[src/rtl/shift_add_multiplier_8.sv]
// Sequential 8x8 unsigned shift-and-add multiplier plus its 8-bit carry-lookahead adder.
// One partial-product addition per clock; product valid from the done pulse on.

module carry_lookahead_adder_8 (
  input  logic [7:0] in1,
  input  logic [7:0] in2,
  input  logic       cin,
  output logic [7:0] sum,
  output logic       cout
);

  logic [7:0] g;
  logic [7:0] p;
  logic [8:0] c;

  genvar gi;
  generate
    for (gi = 0; gi < 8; gi++) begin : g_bit
      assign g[gi]   = in1[gi] & in2[gi];
      assign p[gi]   = in1[gi] ^ in2[gi];
      assign sum[gi] = p[gi] ^ c[gi];
    end
  endgenerate

  // Each carry is the flattened sum-of-products of generate/propagate terms,
  // so no carry depends on another carry.
  always_comb begin
    logic prop;
    c    = '0;
    prop = 1'b0;
    c[0] = cin;
    for (int i = 0; i < 8; i++) begin
      c[i+1] = g[i];
      prop   = p[i];
      for (int j = i - 1; j >= 0; j--) begin
        c[i+1] = c[i+1] | (prop & g[j]);
        prop   = prop & p[j];
      end
      c[i+1] = c[i+1] | (prop & cin);
    end
  end

  assign cout = c[8];

endmodule

module shift_add_multiplier_8 #(
  parameter int WIDTH = 8
) (
  input  logic                 clk,
  input  logic                 rst,
  input  logic                 start,
  input  logic [WIDTH-1:0]     in1,
  input  logic [WIDTH-1:0]     in2,
  output logic                 ready,
  output logic                 busy,
  output logic                 done,
  output logic [2*WIDTH-1:0]   product
);

  typedef enum logic [1:0] {
    IDLE = 2'd0,
    RUN  = 2'd1,
    DONE = 2'd2
  } state_t;

  state_t     state_reg;
  logic [7:0] a_reg;
  logic [7:0] p_reg;
  logic [7:0] q_reg;
  logic [3:0] count_reg;

  logic [7:0]  addend;
  logic [7:0]  sum;
  logic        cout;
  logic [15:0] shifted;

  assign addend = q_reg[0] ? a_reg : 8'h00;

  carry_lookahead_adder_8 u_adder (
    .in1  (p_reg),
    .in2  (addend),
    .cin  (1'b0),
    .sum  (sum),
    .cout (cout)
  );

  // The adder carry becomes the new MSB of P; Q[0] has been consumed and drops out.
  assign shifted = {cout, sum, q_reg[7:1]};

  always_ff @(posedge clk or posedge rst) begin
    if (rst) begin
      state_reg <= IDLE;
      a_reg     <= '0;
      p_reg     <= '0;
      q_reg     <= '0;
      count_reg <= '0;
      ready     <= 1'b1;
      busy      <= 1'b0;
      done      <= 1'b0;
      product   <= '0;
    end else begin
      case (state_reg)
        IDLE: begin
          if (start) begin
            a_reg     <= in1;
            q_reg     <= in2;
            p_reg     <= '0;
            count_reg <= '0;
            ready     <= 1'b0;
            busy      <= 1'b1;
            state_reg <= RUN;
          end
        end
        RUN: begin
          p_reg     <= shifted[15:8];
          q_reg     <= shifted[7:0];
          count_reg <= count_reg + 4'd1;
          if (count_reg == 4'd7) begin
            product   <= shifted;
            done      <= 1'b1;
            busy      <= 1'b0;
            state_reg <= DONE;
          end
        end
        DONE: begin
          done      <= 1'b0;
          ready     <= 1'b1;
          state_reg <= IDLE;
        end
        default: begin
          state_reg <= IDLE;
          ready     <= 1'b1;
          busy      <= 1'b0;
          done      <= 1'b0;
        end
      endcase
    end
  end

endmodule

[config.mk]
export PLATFORM = sky130hd
export DESIGN_NAME = shift_add_multiplier_8
export DESIGN_NICKNAME = d
export VERILOG_FILES = /design/src/rtl/shift_add_multiplier_8.sv
export SDC_FILE = /design/constraint.sdc
export NUM_CORES = 1
export LEC_CHECK = 0
export CORE_MARGIN = 5
export CORE_UTILIZATION = 35
export DETAILED_ROUTE_END_ITERATION = 10
export GPL_TIMING_DRIVEN = 0
export SYNTH_ARGS = -nofsm -noshare
export SYNTH_HDL_FRONTEND = slang
export SYNTH_SLANG_ARGS = --single-unit
[constraint.sdc]
create_clock -name clk -period 2.82 [get_ports clk]
set_input_delay 0.705 -clock clk [delete_from_list [all_inputs] [get_ports clk]]
set_output_delay 0.705 -clock clk [all_outputs]
set_load 0.005 [all_outputs]
# After elaboration in Yosys (flattened, before gate mapping)
# Index checks and enable logic that the tools add are counted.
# classes
eq_ne	5
add_sub_neg	1
mux	17
n_bitwise	103
reduce_logical	9
# ops
operator	count
AND 1 bit	57
case mux 8 bit (2 select lines)	2
bitwise OR 1 bit	28
two-way mux 8 bit	3
bitwise XOR 1 bit	15
AND reduction 2 bit	6
case mux 4 bit (2 select lines)	1
adder 4 x 1 -> 4 bit, second input constant	1
== test 4 x 3 -> 1 bit, second input constant	1
two-way mux 1 bit	4
two-way mux 2 bit	2
two-way mux 4 bit	1
inequality test 2 bit, second input constant	2
case mux 1 bit (2 select lines)	2
case mux 2 bit (2 select lines)	1
NOT 1 bit	3
case mux 1 bit (3 select lines)	1
AND reduction 3 bit	1
== test 2 x 1 -> 1 bit, second input constant	1
== test 2 bit, second input constant	1
logical NOT 2 bit	1
nonzero test 2 bit	1
# totals
reg_bits	49
in_bits	19
word_cells	144

# Longest topological paths before layout
# depth
depth_word	11
ltp_mapped	7
ltp_nobuf	6

# Cells and area by module
# A second synthesis with hierarchy kept.
# unflattened
hier_cells	196
hier_area_um2	2389.8
# by_module_without_submodules
module	instances	seq_area_each_um2	area_per_inst_um2	cells_each
shift_add_multiplier_8	1	1227.4	2079.5	158
carry_lookahead_adder_8	1	0.0	310.3	38

# Worst setup path after synthesis
# Ideal clock, no wire load.
# synth_path
kind	register -> register
startpoint	register q_reg[0]
endpoint	register product[12]
stages_incl_launch_ff	7
period_less_slack_ns	1.971
t_required_ns	2.694
arrival_ns	1.845
setup_slack_ns	0.849
n_path_buf	0
cell_sequence	dfrtp_1 -> and2_1 -> ha_1 -> a211oi_2 -> o21bai_2 -> a21o_1 -> a221o_1
# synth_via
elab_chain_len	8
elab_cells_between_ends	23
classes_between	1 x mux; 22 x bitwise
# synth_lines
element	line	text
from (decl)	70	logic [7:0] q_reg;
from (signal assigned)	107	q_reg <= in2;
from (signal assigned)	117	q_reg <= shifted[7:0];
two-way mux 8 bit *	78	assign addend = q_reg[0] ? a_reg : 8'h00;
bitwise XOR 1 bit / AND 1 bit (equally long branches)	20, 19	
AND 1 bit, on equally long branches	36, 37	
bitwise OR 1 bit, or another cell as far along (2 in series)	36	c[i+1] = c[i+1] | (prop & g[j]);
bitwise OR 1 bit / AND 1 bit (equally long branches)	36	
bitwise OR 1 bit	36	
bitwise XOR 1 bit *	21	assign sum[gi] = p[gi] ^ c[gi];
to (signal assigned)	120	product <= shifted;
to (decl)	58	output logic [2*WIDTH-1:0] product
# Mark *: on every way between the ends. The rest lies on a longest branch, timed or not.
# A chain may end at the register's enable or synchronous reset.

# Final worst setup path
# Same ends and word-level chain as after synthesis.

==> flow_metrics.tcl <==
set metrics [dict create \
    rsz0062_at_grt "false" \
    whs_ns 0.480 \
    fin_cells 337 \
    syn_avg_cell_area_um2 10.8 \
    first_global_vias 1663 \
    clock_path_buffers 2 \
    finalMaxSlewViolations 0 \
    status "complete, no violations" \
    antenna_found_initial 0 \
    grt_pass1_wl_um 8340 \
    cts_setup_buffers 0 \
    overflow 0 \
    cp_slowest_cell "dfrtp_1" \
    ys_seq_area_share_pct 53.3 \
    synth_edf_count 0 \
    fin_nets 288 \
    clk_latency_ns 0.30 \
    cap_violations 0 \
    synth_cells 214 \
    dp_cells 329 \
    highest_layer "met4" \
    vias 1640 \
    htree_levels 2 \
    drtPass1Iterations 4 \
    drc_errors 0 \
    synth-seq-cells 49 \
    report.final.setup_viol 0 \
    p_sw_share_pct 35.1 \
    async_flop_share_pct 100 \
    min_to "product[0]$_DFFE_PP0P_" \
    synthDominantCellAreaShare_pct 52.1 \
    ys_warn_count 0 \
    slew_headroom_pct 58.2 \
    diodes 0 \
    final_core_util_pct 45.5 \
    min_path_cells 2 \
    synth_area_leaders "dfrtp_1 52%, nand2_1 7.7%, ha_1 4.9%" \
    critPathMaxFanout 10 \
    critPathCaptureType "register" \
    p_comb_share_pct 43.1 \
    finalHoldViolCount 0 \
    dr.first_iter.drc_count 69 \
    dpl.hpwl_um 3570 \
    die-area_um2 8310 \
    ctsHoldBuffers 0 \
    dp_worst_setup_slack_ns 0.390 \
    power_density_nw_per_um2 1050 \
    grt.total_usage_pct 12.2 \
    ys.flop_type "dfrtp_1" \
    largest_reg_flops 16 \
    period_needed_ns 2.14 \
    die_w_um 91.1 \
    finalWeightedCongestion 0.782 \
    setup_ws_ns 0.682 \
    worstRegToRegCells 6 \
    layout_worst_path_cycle_share_pct 75.8 \
    core-area_um2 6390 \
    area_growth_pct 26.1 \
    drt-total-wl_um 4870 \
    vias_per_cell 4.87 \
    syn_nets 243 \
    fp.dieH_um 91.1 \
    nFillCells 635 \
    largest-register "product" \
    hold_start "product[0]$_DFFE_PP0P_" \
    r2r_start "q_reg[0]$_DFFE_PP0P_" \
    rows 29 \
    cts_tree "done" \
    port_buffers 37 \
    hold_class "reg -> reg" \
    root_buffer "clkbuf_8" \
    peakVddDrop_v 0.000455 \
    synthesis.area_um2 2300 \
    grt_max_degree 27 \
    wl_per_cell_um 14.5 \
    clkTransAtPathRegs_ns 0.10 \
    critical-path-max-stage-delay_ns 0.47 \
    wl_met1_um 2470 \
    critPathKind "reg -> reg" \
    clock-sinks 49 \
    clock_power_share_pct 16.7 \
    tns_ns 0 \
    initial_core_util_pct 36.1 \
    num_io_pins 38 \
    wl_met2_um 2110 \
    p_seq_share_pct 40.2 \
    reg2reg_to "product[12]$_DFFE_PP0P_" \
    ys_types 38 \
    cts_made_buffers 5 \
    required_ns 3.01 \
    yosysTopAreaCell "dfrtp_1" \
    wl_met3_um 275 \
    fin_skew_ns 0.00928 \
    cts_resized 0 \
    regToRegSetupSlack_ns 0.68 \
    max_freq_mhz 468 \
    cp_cell_sequence "and2_1 -> ha_1 -> a211oi_2 -> o21bai_2 -> a21o_1 -> a221o_1" \
    p_int_uw 1980 \
    layout-drive-gt1-share_pct 12.7 \
    crit_arrival_ns 2.33 \
    p_leak_uw 0.00132 \
    startpoint_type "register" \
    p_switching_uw 1070 \
    ant_nets 0 \
    worst_pin_slew_ns 0.626 \
]
-- cells by family (layout without fill, tap and decap cells) --
group,after synthesis,after routing,share of synthesized area (%)
simple gates,77,77,15.7
flops,49,49,53.3
compound gates,46,46,13.9
mux,17,17,7.93
buf+inv,12,58,2.28
fa+ha+maj,10,10,5.75
xor+xnor,3,3,1.14
-- per-layer routing --
layer  global-route usage [%]  up-vias
met5                        0        -
met4                     2.81        0
met3                     3.22        2
met2                     17.5       37
met1                     18.2      758
li1                         -      843
-- Yosys cell counts (4+ instances only) --
cell / count
o21ai_0: 19
a21oi_1: 5
and2_1: 8
buf_2: 6
a22o_1: 4
inv_1: 4
mux2i_1: 7
nor2_1: 7
ha_1: 9
nand2_1: 47
nor2b_1: 4
dfrtp_1: 48
mux2_2: 10
-- layout make-up --
class,count,area [µm²],area share [%]
clock inverters,3,46.3,1.59
well taps,77,96.3,3.31
inverters,4,15.0,0.517
plain buffers,8,37.5,1.29
multi-input cells,153,1020,35.3
repair buffers,38,390,13.4
flip-flops and latches,49,1230,42.2
clock buffers,5,68.8,2.37
-- stage by stage --
| stage | area, µm² | total power [µW] |
|---|---|---|
| after floorplan | 2300 | 2080 |
| after CTS | 2910 | 3110 |
| after detailed placement | 2790 | 2580 |
| after global routing | 2910 | 3320 |
| after global placement | 2770 | 2540 |
| final | 2910 | 3050 |
-- critical path: cells and delay by family (launching register included) --
kind            cells  cell delay, ns
compound gates      4            1.03
flops               1            0.47
fa+ha+maj           1            0.31
simple gates        1            0.23
-- cell usage in the layout (no fill, tap or decap), types with 2 or more instances in the layout --
cell type	synthesis	layout
nor2b_1	4	4
mux2_2	10	10
nand2_1	47	47
clkdlybuf4s50_1	0	37
clkbuf_1	2	2
o31ai_1	2	2
nor2_1	7	7
inv_1	4	3
clkbuf_8	0	5
buf_2	6	6
a21oi_1	5	5
a2111oi_2	2	2
ha_1	9	9
xnor2_1	2	2
o21ai_0	19	19
dfrtp_1	48	48
mux2i_1	7	7
a221o_1	2	2
and2_1	8	8
nand3b_1	3	3
a22o_1	4	4
o41ai_1	2	2
a21o_1	3	3
nor3_1	2	2
-- worst max-delay path by stage --
stage | start | end | cells past startpoint
3_5_place_dp | start | p_reg[6]$_DFFE_PP0P_ | 5
2_1_floorplan | q_reg[0]$_DFFE_PP0P_ | product[12]$_DFFE_PP0P_ | 6
3_3_place_gp | rst | a_reg[5]$_DFFE_PP0P_ | 2
5_1_grt | q_reg[0]$_DFFE_PP0P_ | p_reg[4]$_DFFE_PP0P_ | 6
6_report | q_reg[0]$_DFFE_PP0P_ | product[12]$_DFFE_PP0P_ | 6
4_1_cts | q_reg[0]$_DFFE_PP0P_ | product[12]$_DFFE_PP0P_ | 6
-- power groups by stage --
stage,Combinational [µW],Clock (µW),Sequential [µW]
4_1_cts,1340,527,1240
3_5_place_dp,1340,0,1250
5_1_grt,1490,552,1280
2_1_floorplan,873,0,1200
3_3_place_gp,1300,0,1240
6_report,1320,511,1230
No activity file was read; power rests on OpenSTA's default activity.
